[src/rtl/xmit_pkg.sv]
// rtl/xmit_pkg.sv - Shared types, defaults and descriptor helper for the transmit frame scheduler
package xmit_pkg;

  typedef enum logic [2:0] {
    ST_IDLE,
    ST_CHECK,
    ST_SEND,
    ST_GAP,
    ST_DISCARD
  } xmit_state_t;

  localparam int DEF_LEN_W        = 12;
  localparam int DEF_MAX_LEN      = 1518;
  localparam int DEF_IFG_CYCLES   = 12;
  localparam int DEF_STARVE_LIMIT = 4;

  // Descriptor layout: length field at the bottom, its check copy directly above it.
  localparam int DESC_LEN_OFS = 0;

  function automatic logic desc_legal(input logic [31:0] len,
                                      input logic [31:0] chk,
                                      input logic [31:0] max_len);
    return (len == chk) && (len != 32'd0) && (len <= max_len);
  endfunction

endpackage

[src/rtl/xmit_prio_arbiter.sv]
// rtl/xmit_prio_arbiter.sv - Strict-priority descriptor arbiter with low-priority starvation guard
module xmit_prio_arbiter
  import xmit_pkg::*;
#(
  parameter int STARVE_LIMIT = DEF_STARVE_LIMIT
) (
  input  logic clk_sys,
  input  logic reset_n,
  input  logic hi_valid,
  input  logic lo_valid,
  input  logic idle,
  output logic grant_hi,
  output logic grant_lo
);

  localparam int STREAK_W = (STARVE_LIMIT > 0) ? $clog2(STARVE_LIMIT + 1) : 1;
  localparam logic [STREAK_W-1:0] STREAK_MAX = STREAK_W'(STARVE_LIMIT);

  logic [STREAK_W-1:0] hi_streak;
  logic                force_lo;

  always_comb begin
    force_lo = lo_valid && (STARVE_LIMIT > 0) && (hi_streak == STREAK_MAX);
    grant_lo = idle && (force_lo || (!hi_valid && lo_valid));
    grant_hi = idle && hi_valid && !force_lo;
  end

  // The streak only grows while low traffic is actually waiting behind a high grant.
  always_ff @(posedge clk_sys or negedge reset_n) begin
    if (!reset_n) begin
      hi_streak <= '0;
    end else if (grant_lo) begin
      hi_streak <= '0;
    end else if (grant_hi) begin
      if (!lo_valid) begin
        hi_streak <= '0;
      end else if (hi_streak != STREAK_MAX) begin
        hi_streak <= hi_streak + STREAK_W'(1);
      end
    end
  end

endmodule

[src/rtl/xmit_prio_scheduler.sv]
// rtl/xmit_prio_scheduler.sv - Frame scheduler: picks hi/lo descriptors and sequences byte reads toward the PHY
module xmit_prio_scheduler
  import xmit_pkg::*;
#(
  parameter int LEN_W        = DEF_LEN_W,
  parameter int MAX_LEN      = DEF_MAX_LEN,
  parameter int IFG_CYCLES   = DEF_IFG_CYCLES,
  parameter int STARVE_LIMIT = DEF_STARVE_LIMIT
) (
  input  logic               clk_sys,
  input  logic               reset_n,
  input  logic               hi_desc_valid,
  input  logic [2*LEN_W-1:0] hi_desc,
  output logic               hi_desc_pop,
  input  logic               lo_desc_valid,
  input  logic [2*LEN_W-1:0] lo_desc,
  output logic               lo_desc_pop,
  input  logic               phy_ready,
  output logic               data_rd_en,
  output logic               data_sel,
  output logic               frame_start,
  output logic               frame_end,
  output logic               m_discard_en,
  output logic               busy
);

  localparam int DESC_CHK_OFS = DESC_LEN_OFS + LEN_W;
  localparam int GAP_W        = $clog2(IFG_CYCLES + 2);
  localparam logic [LEN_W-1:0] MAX_LEN_V = LEN_W'(MAX_LEN);
  localparam logic [GAP_W-1:0] GAP_LAST  = GAP_W'((IFG_CYCLES > 0) ? IFG_CYCLES - 1 : 0);

  xmit_state_t      state, state_nxt;
  logic [LEN_W-1:0] len_q, chk_q, cnt;
  logic [GAP_W-1:0] gap_cnt;
  logic             grant_hi, grant_lo, legal;

  xmit_prio_arbiter #(
    .STARVE_LIMIT(STARVE_LIMIT)
  ) u_arbiter (
    .clk_sys (clk_sys),
    .reset_n (reset_n),
    .hi_valid(hi_desc_valid),
    .lo_valid(lo_desc_valid),
    .idle    (state == ST_IDLE),
    .grant_hi(grant_hi),
    .grant_lo(grant_lo)
  );

  assign legal = desc_legal(32'(len_q), 32'(chk_q), 32'(MAX_LEN));
  assign busy  = (state != ST_IDLE);

  always_ff @(posedge clk_sys or negedge reset_n) begin
    if (!reset_n) begin
      state <= ST_IDLE;
    end else begin
      state <= state_nxt;
    end
  end

  always_comb begin
    state_nxt    = state;
    data_rd_en   = 1'b0;
    frame_start  = 1'b0;
    frame_end    = 1'b0;
    m_discard_en = 1'b0;
    case (state)
      ST_IDLE: begin
        if (grant_hi || grant_lo) state_nxt = ST_CHECK;
      end
      ST_CHECK: begin
        state_nxt = legal ? ST_SEND : ST_DISCARD;
      end
      ST_SEND: begin
        data_rd_en  = phy_ready;
        frame_start = phy_ready && (cnt == len_q);
        frame_end   = phy_ready && (cnt == LEN_W'(1));
        if (frame_end) state_nxt = (IFG_CYCLES > 0) ? ST_GAP : ST_IDLE;
      end
      ST_GAP: begin
        if (gap_cnt == GAP_LAST) state_nxt = ST_IDLE;
      end
      ST_DISCARD: begin
        // Flush ignores phy_ready: discarded bytes never reach the serializer.
        m_discard_en = 1'b1;
        data_rd_en   = (cnt != '0);
        if (cnt <= LEN_W'(1)) state_nxt = ST_IDLE;
      end
      default: state_nxt = ST_IDLE;
    endcase
  end

  always_ff @(posedge clk_sys or negedge reset_n) begin
    if (!reset_n) begin
      len_q       <= '0;
      chk_q       <= '0;
      data_sel    <= 1'b0;
      cnt         <= '0;
      gap_cnt     <= '0;
      hi_desc_pop <= 1'b0;
      lo_desc_pop <= 1'b0;
    end else begin
      hi_desc_pop <= grant_hi;
      lo_desc_pop <= grant_lo;
      if (grant_hi) begin
        len_q    <= hi_desc[DESC_LEN_OFS +: LEN_W];
        chk_q    <= hi_desc[DESC_CHK_OFS +: LEN_W];
        data_sel <= 1'b1;
      end else if (grant_lo) begin
        len_q    <= lo_desc[DESC_LEN_OFS +: LEN_W];
        chk_q    <= lo_desc[DESC_CHK_OFS +: LEN_W];
        data_sel <= 1'b0;
      end
      // A legal length never exceeds MAX_LEN, so one clamp serves both send and flush.
      case (state)
        ST_CHECK:            cnt <= (len_q > MAX_LEN_V) ? MAX_LEN_V : len_q;
        ST_SEND, ST_DISCARD: if (data_rd_en) cnt <= cnt - LEN_W'(1);
        default:             cnt <= cnt;
      endcase
      if (state == ST_GAP) begin
        gap_cnt <= gap_cnt + GAP_W'(1);
      end else begin
        gap_cnt <= '0;
      end
    end
  end

endmodule

[config.mk]
export PLATFORM = sky130hd
export DESIGN_NAME = xmit_prio_scheduler
export DESIGN_NICKNAME = d
export VERILOG_FILES = /design/src/rtl/xmit_pkg.sv /design/src/rtl/xmit_prio_arbiter.sv /design/src/rtl/xmit_prio_scheduler.sv
export SDC_FILE = /design/constraint.sdc
export NUM_CORES = 1
export LEC_CHECK = 0
export ABC_AREA = 1
export BUFFER_PORTS_ARGS = -buffer_cell sky130_fd_sc_hd__buf_2
export CORE_MARGIN = 8
export CORE_UTILIZATION = 49
export CTS_CLUSTER_DIAMETER = 40
export DETAILED_ROUTE_END_ITERATION = 10
export PLACE_DENSITY_LB_ADDON = 0.08
export SYNTH_ARGS = -nofsm -noshare
export SYNTH_HDL_FRONTEND = slang
export SYNTH_SLANG_ARGS = --single-unit
[constraint.sdc]
create_clock -name clk_sys -period 2.6 [get_ports clk_sys]
set_input_delay 0 -clock clk_sys [delete_from_list [all_inputs] [get_ports clk_sys]]
set_output_delay 0 -clock clk_sys [all_outputs]
set_load 0.005 [all_outputs]
---- Word level (Yosys, flattened, before mapping) ----
Cells that the tools add are included.
storage, ports and cells
  register bits ........................... 49
cells by class
  add/subtract/negate cells ............... 3
  magnitude comparators ................... 3
  equal/unequal tests ..................... 16
  mux-type cells .......................... 24
  reductions and logical operators ........ 23
operators by type and width
  cell                                                                               count
  12-bit two-way mux                                                                 6
  3-bit two-way mux                                                                  9
  12-bit equality test                                                               2
  12-bit case mux with 2 select lines                                                1
  12-bit nonzero test                                                                2
  3-bit case mux with 5 select lines                                                 1
  12-bit by 1-bit equality test with 1-bit output, second input constant             1
  12-bit by 11-bit greater-than comparator with 1-bit output, second input constant  1
  12-bit by 1-bit <= comparator with 1-bit output, second input constant             1
  12-bit by 11-bit <= comparator with 1-bit output, second input constant            1
  12-bit by 1-bit subtractor with 12-bit output, second input constant               1
  2-bit inequality test, second input constant                                       5
  1-bit logical AND                                                                  9
  3-bit by 2-bit equality test with 1-bit output, second input constant              2
  3-bit equality test, second input constant                                         2
  1-bit two-way mux                                                                  5
  4-bit by 1-bit adder with 4-bit output, second input constant                      1
  4-bit equality test, second input constant                                         1
  4-bit two-way mux                                                                  1
  2-bit AND reduction                                                                2
  4-bit AND reduction                                                                1
  2-bit nonzero test                                                                 2
  3-bit by 1-bit adder with 3-bit output, second input constant                      1
  3-bit by 1-bit equality test with 1-bit output, second input constant              1
  other kinds (8)                                                                    10

---- Logic depth before layout (Yosys ltp) ----
Gate-level depths: netlist of run 1.
  depth after elaboration ................. 7
  depth in mapped cells ................... 11
  mapped depth without buffers ............ 11

---- Cells and area by module ----
Synthesis of run 1 repeated with hierarchy kept, for this count alone.
second synthesis, totals
  cell total of the unflattened synthesis .. 439
  area total of the unflattened synthesis .. 3,069.2 sq um
modules (own cells, without submodules)
  module               times used  cells an instance  area an instance (sq um)
  xmit_prio_scheduler  1           410                2,856.5
  xmit_prio_arbiter    1           29                 212.7

---- Least setup slack after synthesis of run 1 ----
No wires, ideal clock.
  path kind ............................... reg2reg
  start point ............................. reg cnt[0]
  end point ............................... reg cnt[11]
  library setup time ...................... 0.119 ns
  arrival ................................. 1.308 ns
  setup slack ............................. 1.173 ns
  stages on the path, launching flop included .. 9
  path buffers ............................ 1
  clock period less this slack ............ 1.427 ns
  cell sequence ........................... dfrtp_1 -> inv_1 -> ha_1 -> nand2_1 -> o21ai_2 -> nand3_2 -> buf_6 -> a21oi_1 -> nor2_1
between the ends
  cells in the longest elaborated chain, start to end .. 4
  elaborated cells between the ends (all ways) .. 7
ends and longest elaborated chain
  element                                                                                RTL line                    RTL
  start, declared                                                                        xmit_prio_scheduler.sv:33   logic [LEN_W-1:0] len_q, chk_q, cnt;
  start signal, assigned                                                                 xmit_prio_scheduler.sv:115  ST_CHECK: cnt <= (len_q > MAX_LEN_V) ? MAX_LEN_V : len_q;
  start signal, assigned                                                                 xmit_prio_scheduler.sv:116  ST_SEND, ST_DISCARD: if (data_rd_en) cnt <= cnt - LEN_W'(1);
  start signal, assigned                                                                 xmit_prio_scheduler.sv:117  default: cnt <= cnt;
  branches (longest 4 deep; another with 12-bit by 1-bit subtractor with 12-bit output)  --
Parallel ways; which one is timed is not known. The select of a mux whose other input is x is not followed.
A chain may end at the register's enable or synchronous reset.

---- Worst setup path in the final report of run 1 ----
  start point ............................. reg state[2]
  end point ............................... reg len_q[6]
between the ends
  cells in the longest elaborated chain, start to end .. 4
  elaborated cells between the ends (all ways) .. 6
ends and longest elaborated chain
  element                                                          RTL line                    RTL
  start, declared                                                  xmit_prio_scheduler.sv:32   xmit_state_t state, state_nxt;
  start signal, assigned                                           xmit_prio_scheduler.sv:56   state <= state_nxt;
  3-bit zero test (*)                                              xmit_prio_scheduler.sv:44   .idle (state == ST_IDLE),
  1-bit logical AND (2 in a row)                                   xmit_prio_arbiter.sv:25     grant_hi = idle && hi_valid && !force_lo;
  12-bit two-way mux / 2-bit nonzero test (equally long branches)  --
  end signal, assigned                                             xmit_prio_scheduler.sv:105  len_q <= hi_desc[DESC_LEN_OFS +: LEN_W];
  end signal, assigned                                             xmit_prio_scheduler.sv:109  len_q <= lo_desc[DESC_LEN_OFS +: LEN_W];
  end, declared                                                    xmit_prio_scheduler.sv:33
Every way passes the cells marked *; elsewhere a longest branch is shown, timed or not.

==> flow_metrics.env, run 1 <==
export IMPL_grt_use_total=0.203
export IMPL_period_needed_ns=2.37
export IMPL_crit_path_max_fanout=42
export IMPL_place_congestion=0.886
export IMPL_grt_pass1_vias=3185
export IMPL_hold_path_class="in2reg"
export IMPL_ys_ff_latch=49
export IMPL_fin_nets=599
export IMPL_start_util=0.500
export IMPL_globalRouteOverflowTotal=0
export IMPL_cp_arrival_ns=2.62
export IMPL_coreArea_um2=6280
export IMPL_maxCapViolCount=0
export IMPL_synth_adder_area_share=0.0239
export IMPL_pwr_share_seq=0.383
export IMPL_port_buffers=60
export IMPL_numCtsBuffers=5
export IMPL_timing_reg2reg_setup_slack_ns=0.23
export IMPL_tns_ns=0
export IMPL_cpPeakStageDelay_ns=0.57
export IMPL_clkSlewWorstSetupHoldPaths_ns=0.09
export IMPL_htreeDepth=2
export IMPL_synth_area_leaders="dfrtp_1 (39%), nand2_1 (14%), nor2_1 (7.1%)"
export IMPL_outcome="finished, final reports clean"
export IMPL_combPwrFrac=0.464
export IMPL_synth_compound_gate_area_share=0.141
export IMPL_grt_antenna_before_repair=1
export IMPL_syn_nets=503
export IMPL_synth_simple_area_share=0.317
export IMPL_die_height_um=96.0
export IMPL_internal_power_mw=2.17
export IMPL_path_class="reg2reg"
export IMPL_drive_gt1_frac=0.174
export IMPL_num_vias=3245
export IMPL_skew_ns=0.00735
export IMPL_clockRootBuffer="clkbuf_8"
export IMPL_cp_end_kind="flop"
export IMPL_period_share=0.913
export IMPL_area_delta_synth_final_pct=27.3
export IMPL_wl_per_cell_um=14.3
export IMPL_yosys_area_top_type="dfrtp_1"
export IMPL_rows=29
export IMPL_drc_errors=0
export IMPL_slew_headroom=0.516
export IMPL_cts_tree="built"
export IMPL_routed_wirelength_mm=8.86
export IMPL_rsz0062_at_grt="no"
export IMPL_swShare=0.421
export IMPL_crit_chain="inv_2 -> nand2_2 -> nor2_4 -> inv_4 -> a21oi_4 -> buf_4 -> o21ai_0 -> o22ai_1 -> dlygate4sd3_1"
export IMPL_critPathSlowestCell="dlygate4sd3_1"
export IMPL_synth_cell_types=35
export IMPL_synth_area_um2=3140
export IMPL_synth_xor_area_frac=0.0307
export IMPL_yosysSeqAreaShare=0.391
export IMPL_viasPerCell=5.23
export IMPL_synth_top_family_by_area="simple AND/OR/NAND/NOR gates"
export IMPL_clockBufferDepth=2
export IMPL_io_pins=61
export IMPL_netlist_instances=444
export IMPL_startpoint_type="flop"
export IMPL_yosysWarnings=0
export IMPL_design_area_um2=4000
export IMPL_switching_power_mw=1.57
export IMPL_yosysTopAreaCellShare=0.391
export IMPL_p_leak_nw=1.97
export IMPL_synthMuxAreaShare=0
export IMPL_grt_start_max_net_pins=43
export IMPL_clk_latency_ns=0.31
export IMPL_dieArea_um2=9220
export IMPL_crit_required_ns=2.84
export IMPL_clockPowerShare=0.153
export IMPL_drtPass1Iterations=5
export IMPL_timing_fmax_mhz=421
export IMPL_syn_area_per_cell_um2=7.07
export IMPL_drtAntennaViolNets=0
export IMPL_drtIter0Drc=173
export IMPL_placed_cell_area_um2=3470
export IMPL_drv_slew=0
export IMPL_post_dp_hpwl_mm=6.35
export IMPL_cts_resized=0
export IMPL_powerDensity_nw_per_um2=937
export IMPL_power_total_mw=3.74
export IMPL_die_x_um=96.0
export IMPL_cts_sinks=49
export IMPL_tightest_slew_ns=0.726
export IMPL_setup_violations=0
export IMPL_grt_pass1_wl_mm=14.9
export IMPL_holdWs_ns=0.0131
export IMPL_vdd_drop_max_mv=0.484
export IMPL_hold_viol=0
==> per-stage QoR <==
| stage | utilization | worst slack (ns) | std cells |
|---|---|---|---|
| after floorplan | - | 1.17 | 444 |
| after global placement | 0.553 | 0.827 | 570 |
| after detailed placement | 0.553 | 0.793 | 570 |
| after CTS | 0.636 | 0.306 | 618 |
| after global routing | 0.636 | 0.0806 | 619 |
| final | 0.636 | 0.225 | 620 |
==> cells by family after synthesis <==
group / Yosys count
AO/OA/AOI/OAI: 78
XOR/XNOR: 11
adder cells (fa/ha/maj): 6
buffers and inverters: 69
flip-flops: 49
AND/OR/NAND/NOR: 231
==> layer usage <==
metal,global-route usage,share of wire
met1,0.261,0.44
met2,0.335,0.48
met3,0.0421,0.056
met4,0.0576,0.015
met5,0,0
==> final timing paths <==
kind | from | endpoint | depth (start not counted)
max | state[2] | len_q[6] | 9
min | lo_desc[4] | len_q[4] | 3
max reg2reg | state[2] | len_q[6] | 9
min reg2reg | gap_cnt[0] | gap_cnt[0] | 1
max in group asynchronous | reset_n | chk_q[11] | 3
min in group asynchronous | reset_n | cnt[6] | 2
==> cell usage after synthesis (all sizes together) <==
| cell type | count |
|---|---|
| a221oi | 2 |
| xor2 | 5 |
| a31oi | 4 |
| dfrtp | 49 |
| ha | 6 |
| o211ai | 1 |
| a21oi | 11 |
| buf | 13 |
| nand4 | 4 |
| nor3 | 7 |
| nand2 | 120 |
| nand3 | 34 |
| or2 | 1 |
| nor2 | 64 |
| o21ai | 38 |
| inv | 55 |
| o22ai | 21 |
| xnor2 | 6 |
| a211oi | 1 |
| nand3b | 1 |
| clkbuf | 1 |
==> timing repair <==
item                       4_1_cts  5_1_grt
setup endpoints to repair        0        0
setup buffers                    0        0
hold buffers                    40        0
hold endpoints to repair        54        0
==> placed cells by master (no fill, tap or decap), types with 3 or more instances in the layout <==
master,Yosys,routed
a21oi_1,10,10
a31oi_1,4,4
buf_2,7,60
buf_4,4,3
clkbuf_8,0,6
dfrtp_1,49,49
dlygate4sd3_1,0,40
ha_1,6,6
inv_1,44,44
inv_2,9,9
nand2_1,118,118
nand3_1,32,32
nand4_1,4,4
nor2_1,59,59
nor3_1,6,6
o21ai_0,27,27
o21ai_1,10,10
o22ai_1,21,21
xnor2_1,6,6
xor2_1,5,5
==> power by group through the flow <==
stage	clock, mW	combinational [mW]	sequential (mW)
global route	0.618	1.98	1.48
detailed placement	0	1.49	1.44
global placement	0	1.46	1.43
finish	0.574	1.74	1.43
floorplan	0	1.21	1.31
CTS	0.589	1.72	1.43
==> registers in the layout, summed over array words and instances (netlist names) <==
signal	count
chk_q	12
cnt	12
data_sel	1
gap_cnt	4
hi_desc_pop	1
len_q	12
lo_desc_pop	1
state	3
u_arbiter.hi_streak	3
==> cell type report <==
cell class / instances / area [um^2]
sequential: 49 / 1230
clock inverter: 1 / 30.0
inverter: 55 / 211
fill: 564 / 2280
multi-input combinational: 326 / 1620
tap: 77 / 96.3
antenna: 2 / 5.00
clock buffer: 7 / 86.3
timing repair buffer: 103 / 723
==> critical path, delay by kind of cell, from the launching register on <==
family                 cells  cell delay (ns)
buffers and inverters      4             1.10
AO/OA/AOI/OAI              3             0.55
flip-flops                 1             0.43
AND/OR/NAND/NOR            2             0.23
(Power assumes the default switching activity.)
==> run 2, diff against run 1 <==
--- a/config.mk
+++ b/config.mk
@@ -7,6 +7,7 @@
 export LEC_CHECK = 0
 export ABC_AREA = 1
 export BUFFER_PORTS_ARGS = -buffer_cell sky130_fd_sc_hd__buf_2
+export CORE_ASPECT_RATIO = 0.75
 export CORE_MARGIN = 8
 export CORE_UTILIZATION = 49
 export CTS_CLUSTER_DIAMETER = 40
==> run 2 against run 1 <==
  * Count of clock-buffer cells in the layout unchanged
  * Critical path depth unchanged
  * Final area down 0.25%
  * Combinational power about the same
  * Sequential share of layout area up 0.077 points
  * Utilization up 0.056 points
  * Largest power group unchanged
  * Worst setup slack better by 0.062 ns
==> flow_metrics.env, run 2 (synthesis gave the netlist of run 1 again) <==
export IMPL_period_share=0.890
export IMPL_grt_use_total=0.204
export IMPL_numCtsBuffers=5
export IMPL_timing_fmax_mhz=432
export IMPL_period_needed_ns=2.31
export IMPL_htreeDepth=2
export IMPL_clockBufferDepth=2
export IMPL_path_class="reg2reg"
export IMPL_routed_wirelength_mm=9.04
export IMPL_mostFrequentLayoutCells="nand2_1 (118), buf_2 (60), nor2_1 (59)"
export IMPL_port_buffers=60
export IMPL_drtAntennaViolNets=0
export IMPL_min_from="lo_desc[3]"
export IMPL_power_total_mw=3.75
export IMPL_dieArea_um2=9250
export IMPL_cp_startpoint="u_arbiter.hi_streak[0]"
export IMPL_rr_worst_depth=9
export IMPL_powerDensity_nw_per_um2=942
export IMPL_cp_arrival_ns=2.50
export IMPL_placed_cell_area_um2=3480
export IMPL_antennaDiodeCount=0
export IMPL_design_area_um2=3990
export IMPL_fillers=574
export IMPL_wl_per_cell_um=14.5
export IMPL_coreArea_um2=6260
export IMPL_rsz0062_at_grt="no"
export IMPL_multi_input_area_um2=1620
export IMPL_skew_ns=0.00618
export IMPL_tightest_slew_ns=0.720
export IMPL_post_dp_hpwl_mm=6.44
export IMPL_area_delta_synth_final_pct=26.9
export IMPL_min_path_cells=3
export IMPL_rows=25
export IMPL_seqCellArea_um2=1230
export IMPL_setup_violations=0
export IMPL_drtIter0Drc=189
export IMPL_globalRouteOverflowTotal=0
export IMPL_maxCapViolCount=0
export IMPL_clk_latency_ns=0.31
export IMPL_timing_reg2reg_setup_slack_ns=0.29
export IMPL_slew_headroom=0.520
export IMPL_clockRootBuffer="clkbuf_8"
export IMPL_hold_path_class="in2reg"
export IMPL_cts_tree="built"
export IMPL_startpoint_type="flop"
export IMPL_vdd_drop_max_mv=0.401
export IMPL_crit_required_ns=2.79
export IMPL_viasPerCell=5.21
export IMPL_grt_antenna_before_repair=0
export IMPL_grt_pass1_wl_mm=15.4
export IMPL_die_x_um=108
export IMPL_layout_cells_non_filler=621
export IMPL_crit_path_max_fanout=27
export IMPL_fin_nets=598
export IMPL_cts_sinks=49
export IMPL_clkSlewWorstSetupHoldPaths_ns=0.09
export IMPL_worst_hold_path_endpoint="len_q[3]"
export IMPL_drv_slew=0
export IMPL_drc_errors=0
export IMPL_drive_gt1_frac=0.174
export IMPL_p_leak_nw=1.97
export IMPL_outcome="finished, final reports clean"
export IMPL_regToRegStartpoint="u_arbiter.hi_streak[0]"
export IMPL_start_util=0.502
export IMPL_io_pins=61
export IMPL_reg_top3="chk_q x12, cnt x12, len_q x12"
export IMPL_tns_ns=0
export IMPL_holdWs_ns=0.00537
export IMPL_mostFrequentLayoutCell="nand2_1"
export IMPL_reg2reg_to="chk_q[5]"
export IMPL_die_height_um=85.3
export IMPL_drtPass1Iterations=5
export IMPL_cp_end_kind="flop"
export IMPL_grt_pass1_vias=3313
export IMPL_num_vias=3233
export IMPL_place_congestion=0.901
export IMPL_place_inst=574
export IMPL_hold_viol=0
export IMPL_grt_start_max_net_pins=51
-- run 2: cell count changes in the layout (fill, tap and decap cells not counted) --
| cell | change |
|---|---|
| diode_2 | -2 |
| dlygate4sd3_1 | -1 |
-- run 2: through the flow --
step                worst slack, ns   util
floorplan                      1.17      -
global placement              0.862  0.556
detailed placement            0.818  0.556
CTS                           0.329  0.637
global route                  0.125  0.637
finish                        0.287  0.637
-- run 2: repair_timing --
action / 4_1_cts / 5_1_grt
setup buffers: 0 / 0
hold buffers: 39 / 0
resized for setup: 0 / 0
endpoints found under the hold margin: 54 / 0
-- run 2: cell type report --
| class | instances | area share |
|---|---|---|
| multi-input cells | 326 | 0.406 |
| flip-flops and latches | 49 | 0.308 |
| repair buffers | 102 | 0.179 |
| inverters | 55 | 0.0531 |
| well taps | 81 | 0.0254 |
| clock buffers | 7 | 0.0217 |
| clock inverters | 1 | 0.00754 |
-- run 2: metal layers --
layer  global-route usage  part of all wire  vias up
li1                     -                 -     1628
met1                0.269              0.46     1488
met2                0.324              0.46      103
met3               0.0484             0.070       14
met4               0.0595             0.014        0
met5                    0                 0        -
-- run 2: worst max-delay path by stage --
| stage | slack [ns] | depth (start not counted) | to |
|---|---|---|---|
| after global placement | 0.86 | 7 | cnt[11] |
| after CTS | 0.33 | 9 | chk_q[5] |
| final | 0.29 | 9 | chk_q[5] |
| after global routing | 0.12 | 9 | chk_q[5] |
| after floorplan | 1.17 | 8 | cnt[11] |
| after detailed placement | 0.82 | 7 | cnt[2] |
-- run 2: worst max-delay path: stages, from the launching register on --
cell and delay (ns):
dfrtp_1 0.36, inv_1 0.08, ha_1 0.22, nand3_1 0.07, nand2_1 0.12, nor2_8 0.33
inv_4 0.19, nor2_1 0.14, o22ai_1 0.09, dlygate4sd3_1 0.58
-- run 2: power by group --
part	leakage, nW	switching [mW]	internal (mW)	total [mW]
clock network	0.0585	0.264	0.314	0.578
registers	0.590	0.369	1.07	1.43
logic	1.32	0.962	0.780	1.74
